File: src/rtl/powerup_scheduler.sv
// Pong power-up controller: cooldown, random spawn, paddle arbitration
// and the timed per-player effect with expiry warning.
module powerup_scheduler #(
    parameter int unsigned TICK_DIV    = 50000000,
    parameter int unsigned SPAWN_DELAY = 3,
    parameter int unsigned SHOW_SECS   = 6,
    parameter int unsigned DUR0        = 1,
    parameter int unsigned DUR1        = 2,
    parameter int unsigned DUR2        = 4,
    parameter int unsigned DUR3        = 4,
    parameter int unsigned WARN_SECS   = 2,
    parameter logic [7:0]  LFSR_SEED   = 8'hA5
) (
    input  logic       clk,
    input  logic       reset,
    input  logic       game_run,
    input  logic       round_end,
    input  logic       hit_p1,
    input  logic       hit_p2,
    output logic       spawn_valid,
    output logic [1:0] spawn_mode,
    output logic [3:0] effect_p1,
    output logic [3:0] effect_p2,
    output logic       warning,
    output logic [3:0] remaining
);

    typedef enum logic [1:0] {
        COOLDOWN,
        SHOWN,
        ACTIVE
    } state_t;

    localparam int unsigned PW = (TICK_DIV > 1) ? $clog2(TICK_DIV) : 1;
    localparam logic [PW-1:0] PRE_MAX   = PW'(TICK_DIV - 1);
    localparam logic [7:0]   SEED       = (LFSR_SEED == 8'h00) ? 8'h01 : LFSR_SEED;
    localparam logic [7:0]   SPAWN_LAST = 8'(SPAWN_DELAY - 1);
    localparam logic [7:0]   SHOW_LAST  = 8'(SHOW_SECS - 1);
    localparam logic [3:0]   WARN       = 4'(WARN_SECS);

    state_t        state;
    state_t        state_nx;
    logic [PW-1:0] presc;
    logic [7:0]    secs;
    logic [7:0]    lfsr;
    logic          ptr;
    logic          tick;
    logic          hit_any;
    logic          grant_p2;
    logic          enter;
    logic [3:0]    dur_sel;
    logic [3:0]    onehot;

    logic       spawn_valid_nx;
    logic [1:0] spawn_mode_nx;
    logic [3:0] effect_p1_nx;
    logic [3:0] effect_p2_nx;
    logic [3:0] remaining_nx;
    logic       warning_nx;
    logic       ptr_nx;

    assign tick     = game_run && (presc == PRE_MAX);
    assign hit_any  = game_run && (hit_p1 || hit_p2);
    // ptr = 0 names P1; a double claim goes to whoever ptr names
    assign grant_p2 = (hit_p1 && hit_p2) ? ptr : hit_p2;
    assign enter    = round_end || (state_nx != state);
    assign onehot   = 4'b0001 << spawn_mode;

    always_comb begin
        dur_sel = 4'(DUR3);
        unique case (spawn_mode)
            2'd0:    dur_sel = 4'(DUR0);
            2'd1:    dur_sel = 4'(DUR1);
            2'd2:    dur_sel = 4'(DUR2);
            default: dur_sel = 4'(DUR3);
        endcase
    end

    always_ff @(posedge clk or negedge reset) begin
        if (!reset) begin
            state <= COOLDOWN;
        end else begin
            state <= state_nx;
        end
    end

    always_comb begin
        state_nx = state;
        if (round_end) begin
            state_nx = COOLDOWN;
        end else begin
            unique case (state)
                COOLDOWN: begin
                    if (tick && secs == SPAWN_LAST)
                        state_nx = SHOWN;
                end
                SHOWN: begin
                    if (hit_any)
                        state_nx = ACTIVE;
                    else if (tick && secs == SHOW_LAST)
                        state_nx = COOLDOWN;
                end
                ACTIVE: begin
                    if (tick && remaining == 4'd1)
                        state_nx = COOLDOWN;
                end
                default: state_nx = COOLDOWN;
            endcase
        end
    end

    always_comb begin
        spawn_valid_nx = spawn_valid;
        spawn_mode_nx  = spawn_mode;
        effect_p1_nx   = effect_p1;
        effect_p2_nx   = effect_p2;
        remaining_nx   = remaining;
        ptr_nx         = ptr;
        if (round_end) begin
            spawn_valid_nx = 1'b0;
            effect_p1_nx   = 4'd0;
            effect_p2_nx   = 4'd0;
            remaining_nx   = 4'd0;
        end else begin
            unique case (state)
                COOLDOWN: begin
                    if (state_nx == SHOWN) begin
                        spawn_valid_nx = 1'b1;
                        spawn_mode_nx  = lfsr[1:0];
                    end
                end
                SHOWN: begin
                    if (hit_any) begin
                        spawn_valid_nx = 1'b0;
                        remaining_nx   = dur_sel;
                        effect_p1_nx   = grant_p2 ? 4'd0 : onehot;
                        effect_p2_nx   = grant_p2 ? onehot : 4'd0;
                        if (hit_p1 && hit_p2)
                            ptr_nx = ~ptr;
                    end else if (state_nx == COOLDOWN) begin
                        spawn_valid_nx = 1'b0;
                    end
                end
                ACTIVE: begin
                    if (tick) begin
                        remaining_nx = remaining - 4'd1;
                        if (state_nx == COOLDOWN) begin
                            effect_p1_nx = 4'd0;
                            effect_p2_nx = 4'd0;
                        end
                    end
                end
                default: ;
            endcase
        end
        warning_nx = (state_nx == ACTIVE) && (remaining_nx != 4'd0)
                     && (remaining_nx <= WARN);
    end

    // prescaler and second counter restart on every state entry
    always_ff @(posedge clk or negedge reset) begin
        if (!reset) begin
            presc       <= '0;
            secs        <= 8'd0;
            lfsr        <= SEED;
            ptr         <= 1'b0;
            spawn_valid <= 1'b0;
            spawn_mode  <= 2'd0;
            effect_p1   <= 4'd0;
            effect_p2   <= 4'd0;
            remaining   <= 4'd0;
            warning     <= 1'b0;
        end else begin
            if (game_run)
                lfsr <= {lfsr[6:0], lfsr[7] ^ lfsr[5] ^ lfsr[4] ^ lfsr[3]};
            if (enter) begin
                presc <= '0;
                secs  <= 8'd0;
            end else if (game_run) begin
                presc <= tick ? '0 : presc + 1'b1;
                if (tick)
                    secs <= secs + 8'd1;
            end
            ptr         <= ptr_nx;
            spawn_valid <= spawn_valid_nx;
            spawn_mode  <= spawn_mode_nx;
            effect_p1   <= effect_p1_nx;
            effect_p2   <= effect_p2_nx;
            remaining   <= remaining_nx;
            warning     <= warning_nx;
        end
    end

endmodule

File: config.mk
export PLATFORM = sky130hd
export DESIGN_NAME = powerup_scheduler
export DESIGN_NICKNAME = d
export VERILOG_FILES = /design/src/rtl/powerup_scheduler.sv
export SDC_FILE = /design/constraint.sdc
export NUM_CORES = 1
export LEC_CHECK = 0
export CAP_MARGIN = 10
export CORE_UTILIZATION = 50
export DETAILED_ROUTE_END_ITERATION = 10
export PLACE_DENSITY = 0.75
export SLEW_MARGIN = 20
export SYNTH_ARGS = -nofsm -noshare
export SYNTH_HDL_FRONTEND = slang
export SYNTH_SLANG_ARGS = --single-unit
File: constraint.sdc
create_clock -name clk -period 3 [get_ports clk]
set_input_delay 0.6 -clock clk [delete_from_list [all_inputs] [get_ports clk]]
set_output_delay 0.6 -clock clk [all_outputs]
set_load 0.05 [all_outputs]
## Word-level counts from Yosys, hierarchy flattened

Cells that the tools add are included.
W data, S select, Z words.

- $add $sub $neg: 3
- $mul: 0
- Divide/modulo/power cells: 0
- Order comparisons: 1
- Eq/ne operators: 15
- Shifts and indexed selects: 1
- Muxes and demuxes: 33
- Bitwise gates (word level): 5
- Reductions and logical operators: 23

Operators with widths:

| operator | count |
|---|---|
| $mux W26 | 3 |
| $mux W4 | 11 |
| $add A26 B1 Y26 const B | 1 |
| $eq A26 B26 Y1 const B | 1 |
| $mux W8 | 3 |
| $pmux W4 S2 | 3 |
| $ne A3 B3 Y1 const B | 4 |
| $mux W2 | 5 |
| $add A8 B1 Y8 const B | 1 |
| $eq A8 B2 Y1 const B | 1 |
| $eq A8 B3 Y1 const B | 1 |
| $logic_and A1 B1 Y1 | 8 |
| $reduce_and A4 Y1 | 2 |
| $eq A2 B1 Y1 const B | 3 |
| $logic_not A2 Y1 | 3 |
| $pmux W2 S3 | 1 |
| $pmux W3 S2 | 1 |
| $reduce_and A3 Y1 | 2 |
| $reduce_bool A3 Y1 | 2 |
| $mux W1 | 5 |
| $eq A2 B2 Y1 const B | 2 |
| $eq A4 B1 Y1 const B | 1 |
| $le A4 B2 Y1 const B | 1 |
| $ne A4 B4 Y1 const B | 1 |
| other kinds (10) | 15 |

- Bits in registers: 61
- Latch bits: 0
- Bits in writable memories: 0
- ROM bits: 0
- Bits of input ports: 6
- Output and inout bits: 16
- Logic and storage cells: 92
- Memories kept: 0

## Depth between registers and ports, before layout

Gate-level depths: netlist of run 1.

- Word-level depth: 12
- Gate-level depth with buffers: 12
- Depth with buffers taken out: 10

## Worst setup path before layout of run 1

No wires, ideal clock.

- Path type: register -> register
- Start: register remaining[1]
- End: register presc[13]
- Library setup time: 0.067 ns
- Data arrival time: 2.826 ns
- Data required time: 2.933 ns
- Setup slack: 0.107 ns
- Cell stages (with the launch flop): 11
- Path buffers: 1
- Clock period less this slack: 2.893 ns
- Path through: dfrtp_1 inv_1 ha_1 nor3b_1 a31oi_1 a21oi_1 a22o_2 or4_1 clkbuf_1 or4_1 nand2_1

- Word-level cells in the longest chain between the ends: 8
- Elaborated cells on any way between the ends: 9
- Those cells by class: 2 x eq/ne; 4 x mux; 3 x reduce/logical

RTL lines:

| element | line | source |
|---|---|---|
| start, declared | 25 | `output logic [3:0] remaining` |
| start signal, assigned | 189 | `remaining <= remaining_nx;` |
| $eq A4 B1 Y1 * | 104 | `if (tick && remaining == 4'd1)` |
| $logic_and A1 B1 Y1 * | 104 |  |
| $mux W2 * | 104 |  |
| $pmux W2 S3 * | 92 | `unique case (state)` |
| $mux W2 * | 89 | `if (round_end) begin` |
| $ne A2 B2 Y1 * | 66 | `assign enter = round_end \|\| (state_nx != state);` |
| $logic_or A1 B1 Y1 * | 66 |  |
| $mux W26 or $reduce_bool A2 Y1 (tied branches) | n/a |  |
| end signal, assigned | 180 | `presc <= tick ? '0 : presc + 1'b1;` |
| end, declared | 43 | `logic [PW-1:0] presc;` |

Every way passes the cells marked *; elsewhere a longest branch is shown, timed or not.
A chain may end at the register's enable or synchronous reset.

## Final worst setup path of run 1

- Start: register presc[9]
- End: register presc[19]

- Word-level cells in the longest chain between the ends: 10
- Elaborated cells on any way between the ends: 18
- Those cells by class: 1 x add/sub; 2 x eq/ne; 9 x mux; 6 x reduce/logical

RTL lines:

| element | line | source |
|---|---|---|
| $eq A26 B26 Y1 | 62 | `assign tick = game_run && (presc == PRE_MAX);` |
| $logic_and A1 B1 Y1 | 62 |  |
| $logic_and A1 B1 Y1 | 100 | `else if (tick && secs == SHOW_LAST)` |
| $mux W2 | 100 |  |
| $mux W2 | 98 | `if (hit_any)` |
| $pmux W2 S3 | 92 |  |
| $mux W2 | 89 |  |
| $ne A2 B2 Y1 | 66 |  |
| $logic_or A1 B1 Y1 | 66 |  |
| $mux W26 or $reduce_bool A2 Y1 (tied branches) | n/a |  |

Several ways; a longest one is shown, not always the timed one. The select of a mux whose other input is x is not followed.

==> results.txt, run 1 <==
The global router's overall resource usage is 0.2409. The power share of the sequential group is 0.481. Synthesis handed over a netlist of 356 instances. The run finished with clean final reports. Counting every net in the synthesized netlist gives 372. For this run, asynchronously set or reset flops after synthesis account for 1.000. The combined area of the multi-input logic cells came out at 1887 um2. The average routed wire per standard cell came out at 15.77 um. The post-placement cell count came out at 483. The aggregate routed wire length is 7870 um.

The final-report max-slew violation count is 0. The total of buffers placed on input and output ports came out at 21. The largest net degree at the start of global routing came out at 62. The insertion delay to the later sink of the worst-skew pair is 350 ps. Dividing total power by cell area gives a power density of 453.5 nW/um2. The maximum count of clock buffers along a single path came out at 2. The total area of sequential cells is 1531 um2. The data arrival at the endpoint of the critical path is 3170 ps.

The core outline area came out at 6495 um2. The required arrival time at the worst endpoint is 3280 ps. The met2 routed wirelength is 3870 um.

In this run the critical register-to-register path is launched from presc[9]$_DFFE_PN0P_. Detailed placement finished with a half-perimeter wire length of 5614 um. The via count of the first global-routing pass came out at 2887. The final number of hold-violating endpoints came out at 0. The top-level port count is 22.

STA classifies the critical path endpoint as a register. The endpoint of the lowest-slack register-to-register path is presc[19]$_DFFE_PN0P_. The detailed router put a total of 3485 um of wire on met1.

The total clock sinks came out at 61. The largest fanout on the critical path is 9. TritonCTS built the clock tree. Setup repair after global routing left no endpoint under its margin. The count of routing violations after the opening detailed-route iteration is 169. The internal power came out at 1.476 mW. In this run the cell area of the synthesized design comes to 3448 um2.

The die footprint came out at 7233 um2. The remaining design rule violation count came out at 0. The setup path with the least slack is of type reg -> reg.

The switching component of the power is 0.4767 mW. The number of fillers in the final layout came out at 514. The largest clock skew in the final design is 5.598 ps.

The number of setup violations in the final report came out at 0. In this run, distinct cell masters in the synthesized netlist total 60. The net count reported at finish came out at 433. Setup total negative slack on the finished layout was measured at 0 ps. The number of buffers inserted by hold repair at cts is 0.

The total grt overflow is 0. The minimum setup slack among reg-to-reg paths is 100 ps. The length of routed met3 wiring came out at 388 um. The worst hold-check path type is in -> async. The number of max-cap violations is 0. The most used flip-flop cell after synthesis is sky130_fd_sc_hd__dfrtp_1.

IR analysis of the VDD net gives a maximum drop of 0.2714 mV. The horizontal die dimension is 85.05 um. The minimum clock period is 2896 ps. After synthesis the netlist holds a flip-flop and latch count of 61. The CTS buffer count is 9. Measured along the y axis, the die boundary spans 85.05 um. The highest clock rate came out at 0.3453 GHz. The share of the Yosys chip area taken by registers is 0.4441. The switching share of power came out at 0.2441. The yosys synthesis warning count is 0. The most critical setup path has its endpoint at presc[19]$_DFFE_PN0P_.

Compared with the post-synthesis result, the final layout area differs by 24.85%. The portion of total power attributed to the clock network came out at 0.417. Headroom to the max-slew limit came out at 0.4925. The length in cells of the worst reg-to-reg path is 9.

The routability-driven placement congestion ratio is 0.9028. Final hold analysis gives a worst-case slack of 402.6 ps. The number of levels the H-tree was split into came out at 3.

The combinational fraction of design power is 0.102. The highest metal layer carrying signal wires in the routed design is met4. The number of nets with antenna violations after detailed routing is 0. In this run the mean area of a mapped cell was 9.686 um2. STA classifies the critical path startpoint as a register. The synthesized design contains 0 enable-type register cells. The first-pass iteration count of the detailed router came out at 4.

The cell sitting at the root of the clock tree is a sky130_fd_sc_hd__clkbuf_8. After clock tree synthesis, the clock-pin slew on the worst setup and hold paths is 70 ps. The initial core utilization is 0.5309. The post-route fraction of the period consumed by the critical path came out at 0.9653. The wire length of the first global-routing pass is 13650 um. The initial antenna violation count is 0.

Across all layers, the routed design uses 2914 vias. The final non-filler cell total is 499. The via density per instance is 5.840.

The worst-margin pin slew is 761.2 ps. In the final layout, the share of cells above drive strength 1 is 0.2180. The repair_antennas step left the layout with diodes totalling 0.

The most critical setup path has its startpoint at presc[9]$_DFFE_PN0P_. The cell leakage power is 1.830 nW. The number of core rows is 29.
flip-flops by register name, indices dropped and copies added, names as in the netlist:
signal,count
warning,1
secs,8
ptr,1
effect_p1,4
spawn_mode,2
state,2
spawn_valid,1
effect_p2,4
remaining,4
lfsr,8
presc,26
cells in the mapped netlist (2+ instances only):
cell	count	area, um2
sky130_fd_sc_hd__a22o_1	4	35.03
sky130_fd_sc_hd__a21oi_1	11	55.05
sky130_fd_sc_hd__o2111ai_1	4	35.03
sky130_fd_sc_hd__inv_1	14	52.55
sky130_fd_sc_hd__mux2_2	9	101.4
sky130_fd_sc_hd__nor2_1	50	187.7
sky130_fd_sc_hd__nor2b_1	7	43.79
sky130_fd_sc_hd__o21ai_1	2	10.01
sky130_fd_sc_hd__or4_1	4	30.03
sky130_fd_sc_hd__nand3_1	10	50.05
sky130_fd_sc_hd__ha_1	10	125.1
sky130_fd_sc_hd__a31oi_1	3	18.77
sky130_fd_sc_hd__nand4_1	9	56.30
sky130_fd_sc_hd__nand4b_1	3	26.28
sky130_fd_sc_hd__nor4_1	6	37.54
sky130_fd_sc_hd__clkbuf_1	3	11.26
sky130_fd_sc_hd__mux2i_1	3	30.03
sky130_fd_sc_hd__xnor2_1	9	78.83
sky130_fd_sc_hd__dfrtp_1	57	1426
sky130_fd_sc_hd__o21ai_0	19	95.09
sky130_fd_sc_hd__buf_2	5	25.02
sky130_fd_sc_hd__nand4bb_1	2	22.52
sky130_fd_sc_hd__o21a_1	2	15.01
sky130_fd_sc_hd__nor3_1	7	35.03
sky130_fd_sc_hd__and3_1	5	31.28
sky130_fd_sc_hd__a211oi_1	2	15.01
sky130_fd_sc_hd__xor2_1	22	192.7
sky130_fd_sc_hd__or2_2	3	18.77
sky130_fd_sc_hd__nor4b_1	2	17.52
sky130_fd_sc_hd__or3_1	4	25.02
sky130_fd_sc_hd__o211ai_1	5	37.54
sky130_fd_sc_hd__and2_1	4	25.02
sky130_fd_sc_hd__a32o_1	4	40.04
sky130_fd_sc_hd__nand2_1	19	71.32
sky130_fd_sc_hd__buf_1	2	7.510
sky130_fd_sc_hd__nand2b_1	3	18.77
sky130_fd_sc_hd__a21boi_0	2	15.01
sky130_fd_sc_hd__dfstp_2	4	105.1
timing repair:
action                                  in CTS  in global routing
endpoints found under the setup margin       0                 30
buffers inserted                             0                  1
gates resized for setup                      0                 18
cell usage in the layout, fill, tap and decap left out, drive strengths merged, types with 10 or more instances in the layout:
master         count
nand3             10
nor2              51
dfrtp             57
xor2              22
o21ai             22
a21oi             11
ha                10
nand2             19
buf               41
inv               15
clkdlybuf4s50     19
worst max-delay path, cell delays in order, from the launching register on:
cell and delay, ps:
sky130_fd_sc_hd__dfrtp_1 420, sky130_fd_sc_hd__or4b_4 540, sky130_fd_sc_hd__or3_4 360, sky130_fd_sc_hd__or3b_1 390, sky130_fd_sc_hd__a21oi_1 170, sky130_fd_sc_hd__a22o_2 170
sky130_fd_sc_hd__buf_6 140, sky130_fd_sc_hd__o21ai_4 90, sky130_fd_sc_hd__or3_4 400, sky130_fd_sc_hd__a21oi_2 140
cells by family after synthesis:
family / Yosys count / share of synthesized area
AO/OA/AOI/OAI: 67 / 0.1343
XOR/XNOR: 31 / 0.07874
adder cells (fa/ha/maj): 10 / 0.03628
buffers and inverters: 25 / 0.03120
flip-flops: 61 / 0.4441
multiplexers: 12 / 0.03810
AND/OR/NAND/NOR: 150 / 0.2373
per-layer routing:
layer  global-route usage  up-vias
met1               0.3059     1418
li1                     -     1405
met3              0.05934       12
met2               0.3944       79
met4               0.1002        0
met5                    0        -
worst min path at each step:
stage | end | start | slack [ps] | depth (start not counted)
2_1_floorplan | effect_p1[0]$_DFFE_PN0P_ | reset | 300 | 0
3_3_place_gp | effect_p2[2]$_DFFE_PN0P_ | effect_p2[2]$_DFFE_PN0P_ | 480 | 1
3_5_place_dp | ptr$_DFFE_PN0P_ | ptr$_DFFE_PN0P_ | 480 | 1
4_1_cts | remaining[0]$_DFF_PN0_ | reset | 430 | 2
5_1_grt | secs[6]$_DFFE_PN0P_ | reset | 500 | 2
6_report | presc[21]$_DFFE_PN0P_ | reset | 400 | 2
power by group through the flow:
| stage | sequential [mW] | clock, mW | combinational, mW |
|---|---|---|---|
| floorplan | 0.944 | 0 | 0.135 |
| global placement | 0.951 | 0 | 0.188 |
| detailed placement | 0.955 | 0 | 0.201 |
| CTS | 0.939 | 0.838 | 0.202 |
| global route | 0.949 | 0.875 | 0.221 |
| finish | 0.939 | 0.815 | 0.199 |
metrics by stage:
step | setup WS, ps | utilization | power [mW] | cell area (um2)
floorplan | 107.2 | - | 1.080 | 3448
global placement | -240.2 | 0.6151 | 1.139 | 3995
detailed placement | -314.0 | 0.6151 | 1.156 | 3995
CTS | 35.57 | 0.6494 | 1.980 | 4218
global route | 3.279 | 0.6629 | 2.045 | 4305
finish | 104.2 | 0.6629 | 1.953 | 4305
final cells by class:
type,instances,area share
clock inverter,7,0.02296
inverter,14,0.01221
multi-input combinational,270,0.4382
clock buffer,9,0.02877
sequential,61,0.3557
timing repair buffer,61,0.1197
tap,77,0.02238
(Power assumes the default switching activity.)
==> run 2: changes to the inputs <==
- SLEW_MARGIN: 20 -> unset
==> results of run 2 <==
The final DEF is identical to that of run 1; final timing and power are the same.
==> RTL change: new RTL, flow settings as in run 2 <==
Register the input `game_run` before use, with the module's reset. The logic sees it one clock later. The other inputs are not delayed to match.
--- a/src/rtl/powerup_scheduler.sv
+++ b/src/rtl/powerup_scheduler.sv
@@ -39,4 +39,14 @@
     localparam logic [3:0]   WARN       = 4'(WARN_SECS);
 
+    logic game_run_q;
+
+    always_ff @(posedge clk or negedge reset) begin
+        if (!reset) begin
+            game_run_q <= '0;
+        end else begin
+            game_run_q <= game_run;
+        end
+    end
+
     state_t        state;
     state_t        state_nx;
@@ -60,6 +70,6 @@
     logic       ptr_nx;
 
-    assign tick     = game_run && (presc == PRE_MAX);
-    assign hit_any  = game_run && (hit_p1 || hit_p2);
+    assign tick     = game_run_q && (presc == PRE_MAX);
+    assign hit_any  = game_run_q && (hit_p1 || hit_p2);
     // ptr = 0 names P1; a double claim goes to whoever ptr names
     assign grant_p2 = (hit_p1 && hit_p2) ? ptr : hit_p2;
@@ -172,10 +182,10 @@
             warning     <= 1'b0;
         end else begin
-            if (game_run)
+            if (game_run_q)
                 lfsr <= {lfsr[6:0], lfsr[7] ^ lfsr[5] ^ lfsr[4] ^ lfsr[3]};
             if (enter) begin
                 presc <= '0;
                 secs  <= 8'd0;
-            end else if (game_run) begin
+            end else if (game_run_q) begin
                 presc <= tick ? '0 : presc + 1'b1;
                 if (tick)
Formal check against the unedited RTL: no difference found for any inputs over 10 cycles, from zero or initial values and one cycle with reset low; that may be too few to reach the edited logic, so the function may still have changed.
==> RTL change against run 2 <==
  * Sequential share of layout area rose by 2.1 points
  * First-iteration DRC count fell by 36%
  * Area after synthesis rose by 1.0%
  * Cell count fell by 3.0%
  * Worst setup slack improved by 57 ps
  * Power fell by 9.3%
  * Wire length fell by 3.7%
  * Cell area fell by 4.1%
  * Sequential cell count rose by 1
  * Global-route usage fell by 0.94 points
  * Fmax rose by 2.0%
==> RTL change: results (changes against run 2) <==
Route
  – Pre-Repair DR Iteration Count: 4 (unchanged)
  – Detailed-route via count: 2,864 (was 2,914)
  – Initial DRC count: 109 (was 169)
  – WL final: 7578 um (was 7870 um)

Clock tree
  – Clock latency on the worst-skew pair: 350 ps (about the same)
  – Htree depth: 3 (unchanged)
  – Root Driver: clkbuf_8 (unchanged)
  – Num CTS Buffers: 9 (unchanged)
  – Longest Clk Path Bufs: 2 (unchanged)
  – CTS clock-pin slew for the worst setup and hold paths: 70 ps (about the same)
  – Resize count post-CTS: 0 (unchanged)
  – Post-CTS setup buffers: 0 (unchanged)

Timing
  – Clk_skew: 14.89 ps (was 5.598 ps)
  – Hold Slack: 344.4 ps (was 402.6 ps)
  – Slew headroom: 45.71% (was 49.25%)

Logic synthesis
  – Post-Syn Nets: 373 (was 372)
  – Top cells by area, synth: dfrtp_1 42%, xnor2_1 5.5%, nor2_1 4.7% (was dfrtp_1 41%, xor2_1 5.6%, nor2_1 5.4%)
  – Commonest cells in the netlist: 58 x dfrtp_1, 44 x nor2_1, 24 x nand2_1, 22 x xnor2_1, 21 x a21oi_1 (was 57 x dfrtp_1, 50 x nor2_1, 22 x xor2_1, 19 x nand2_1, 19 x o21ai_0)
  – Yosys warns: 0 (unchanged)
  – Sequential cell area fraction in the yosys report: 44.68% (was 44.41%)
  – Library cells used by synthesis: 59 (was 60)
  – Async S/R FF share, synth: 100.0% (unchanged)

Power and ir drop
  – Static Leakage: 1.738 nW (was 1.830 nW)
  – Switching Power: 0.4647 mW (was 0.4767 mW)
  – Worst VDD drop: 0.2433 mV (was 0.2714 mV)

Hold path
  – Hold Crit Class: primary input to asynchronous set/reset pin (unchanged)

Worst setup path
  – Critical Path Slowest Stage Cell: or4bb_1 (was or4b_4)
  – Crit-path max FO: 9 (unchanged)
  – Cell type group with the largest total delay on the critical path: simple AND/OR/NAND/NOR gates (unchanged)
  – Reg2Reg Depth: 8 (was 9)
  – CP arrival: 3070 ps (was 3170 ps)
  – R2r startpoint: presc[9] (unchanged)
  – Crit path capture: presc[24] (was presc[19])
  – R2r setup slk: 160 ps (was 100 ps)
  – CP Class: flip-flop to flip-flop (unchanged)
  – R2R Path End: presc[24] (was presc[19])
  – Max incr delay on CP: around 550 ps

Layout
  – Nets: 415 (was 433)
  – Ant. Diodes: 0 (unchanged)
  – Biggest regs: presc: 26 flops, lfsr: 8 flops, secs: 8 flops (unchanged)
  – Share of layout cells above drive strength 1: 17.57% (was 21.80%)

Place
  – Port bufs: 21 (unchanged)
  – Placed inst area: 0.003889 sq mm (was 0.003995 sq mm)
  – Detailed placement HPWL: 5481 um (was 5614 um)
  – Routability cong.: 0.9361 (was 0.9028)

Global routing
  – Vias in the first global route: 2,779 (was 2,887)
  – Largest net degree at the start of global routing: 39 (was 62)
  – GR Util All Layers: 23.14% (was 24.09%)
  – Initial antenna violation count: 0 (unchanged)
  – First-pass GRT wire length: 13,100 um (was 13,650 um)

Run status
  – Status: complete, no violations (unchanged)
[RTL change: cell count changes in the layout (fill, tap and decap cells not counted), sizes merged, moves of 5 or more]
cell / before / now
xor2: 22 / 8
a2111oi: 0 / 5
a21oi: 11 / 23
buf: 41 / 21
nand4: 9 / 14
xnor2: 9 / 22
nand3: 10 / 16
nand2: 19 / 24
o21ai: 22 / 8
[RTL change: logic make-up after synthesis]
| logic type | synth area share (%) |
|---|---|
| simple gates | 21.66 |
| buf+inv | 3.161 |
| flops | 44.68 |
| xor+xnor | 7.543 |
| compound gates | 15.20 |
| mux | 4.167 |
| fa+ha+maj | 3.592 |
[RTL change: per-stage QoR]
| stage | std cells | setup WS, ps | setup TNS [ps] |
|---|---|---|---|
| after floorplan | 357 | 298.5 | 0 |
| after global placement | 467 | 65.59 | 0 |
| after detailed placement | 467 | 19.62 | 0 |
| after CTS | 483 | 6.743 | 0 |
| after global routing | 484 | -11.59 | -18.45 |
| final | 484 | 161.4 | 0 |
[RTL change: area by class of cell]
class	instances	area, sq um
clock buffers	9	123.9
clock inverters	7	41.29
fillers	564	2629
inverters	18	67.56
multi-input cells	267	1879
flip-flops and latches	62	1556
well taps	80	100.1
repair buffers	41	359.1
[RTL change: layer usage]
layer  track usage (%)  vias to the layer above  wire length (um)
met2             37.67                       69              3679
met3             5.837                        5               360
met1             29.95                     1415              3464
met4             8.485                        0                74
met5                 0                        -                 0
li1                  -                     1375                 -
[RTL change: power by group through the flow]
stage               clock network (mW)  logic, mW  registers [mW]
floorplan                            0      0.132           0.960
global placement                     0      0.178           0.969
detailed placement                   0      0.183           0.973
CTS                              0.648      0.185           0.957
global route                     0.681      0.205           0.966
finish                           0.630      0.183           0.957
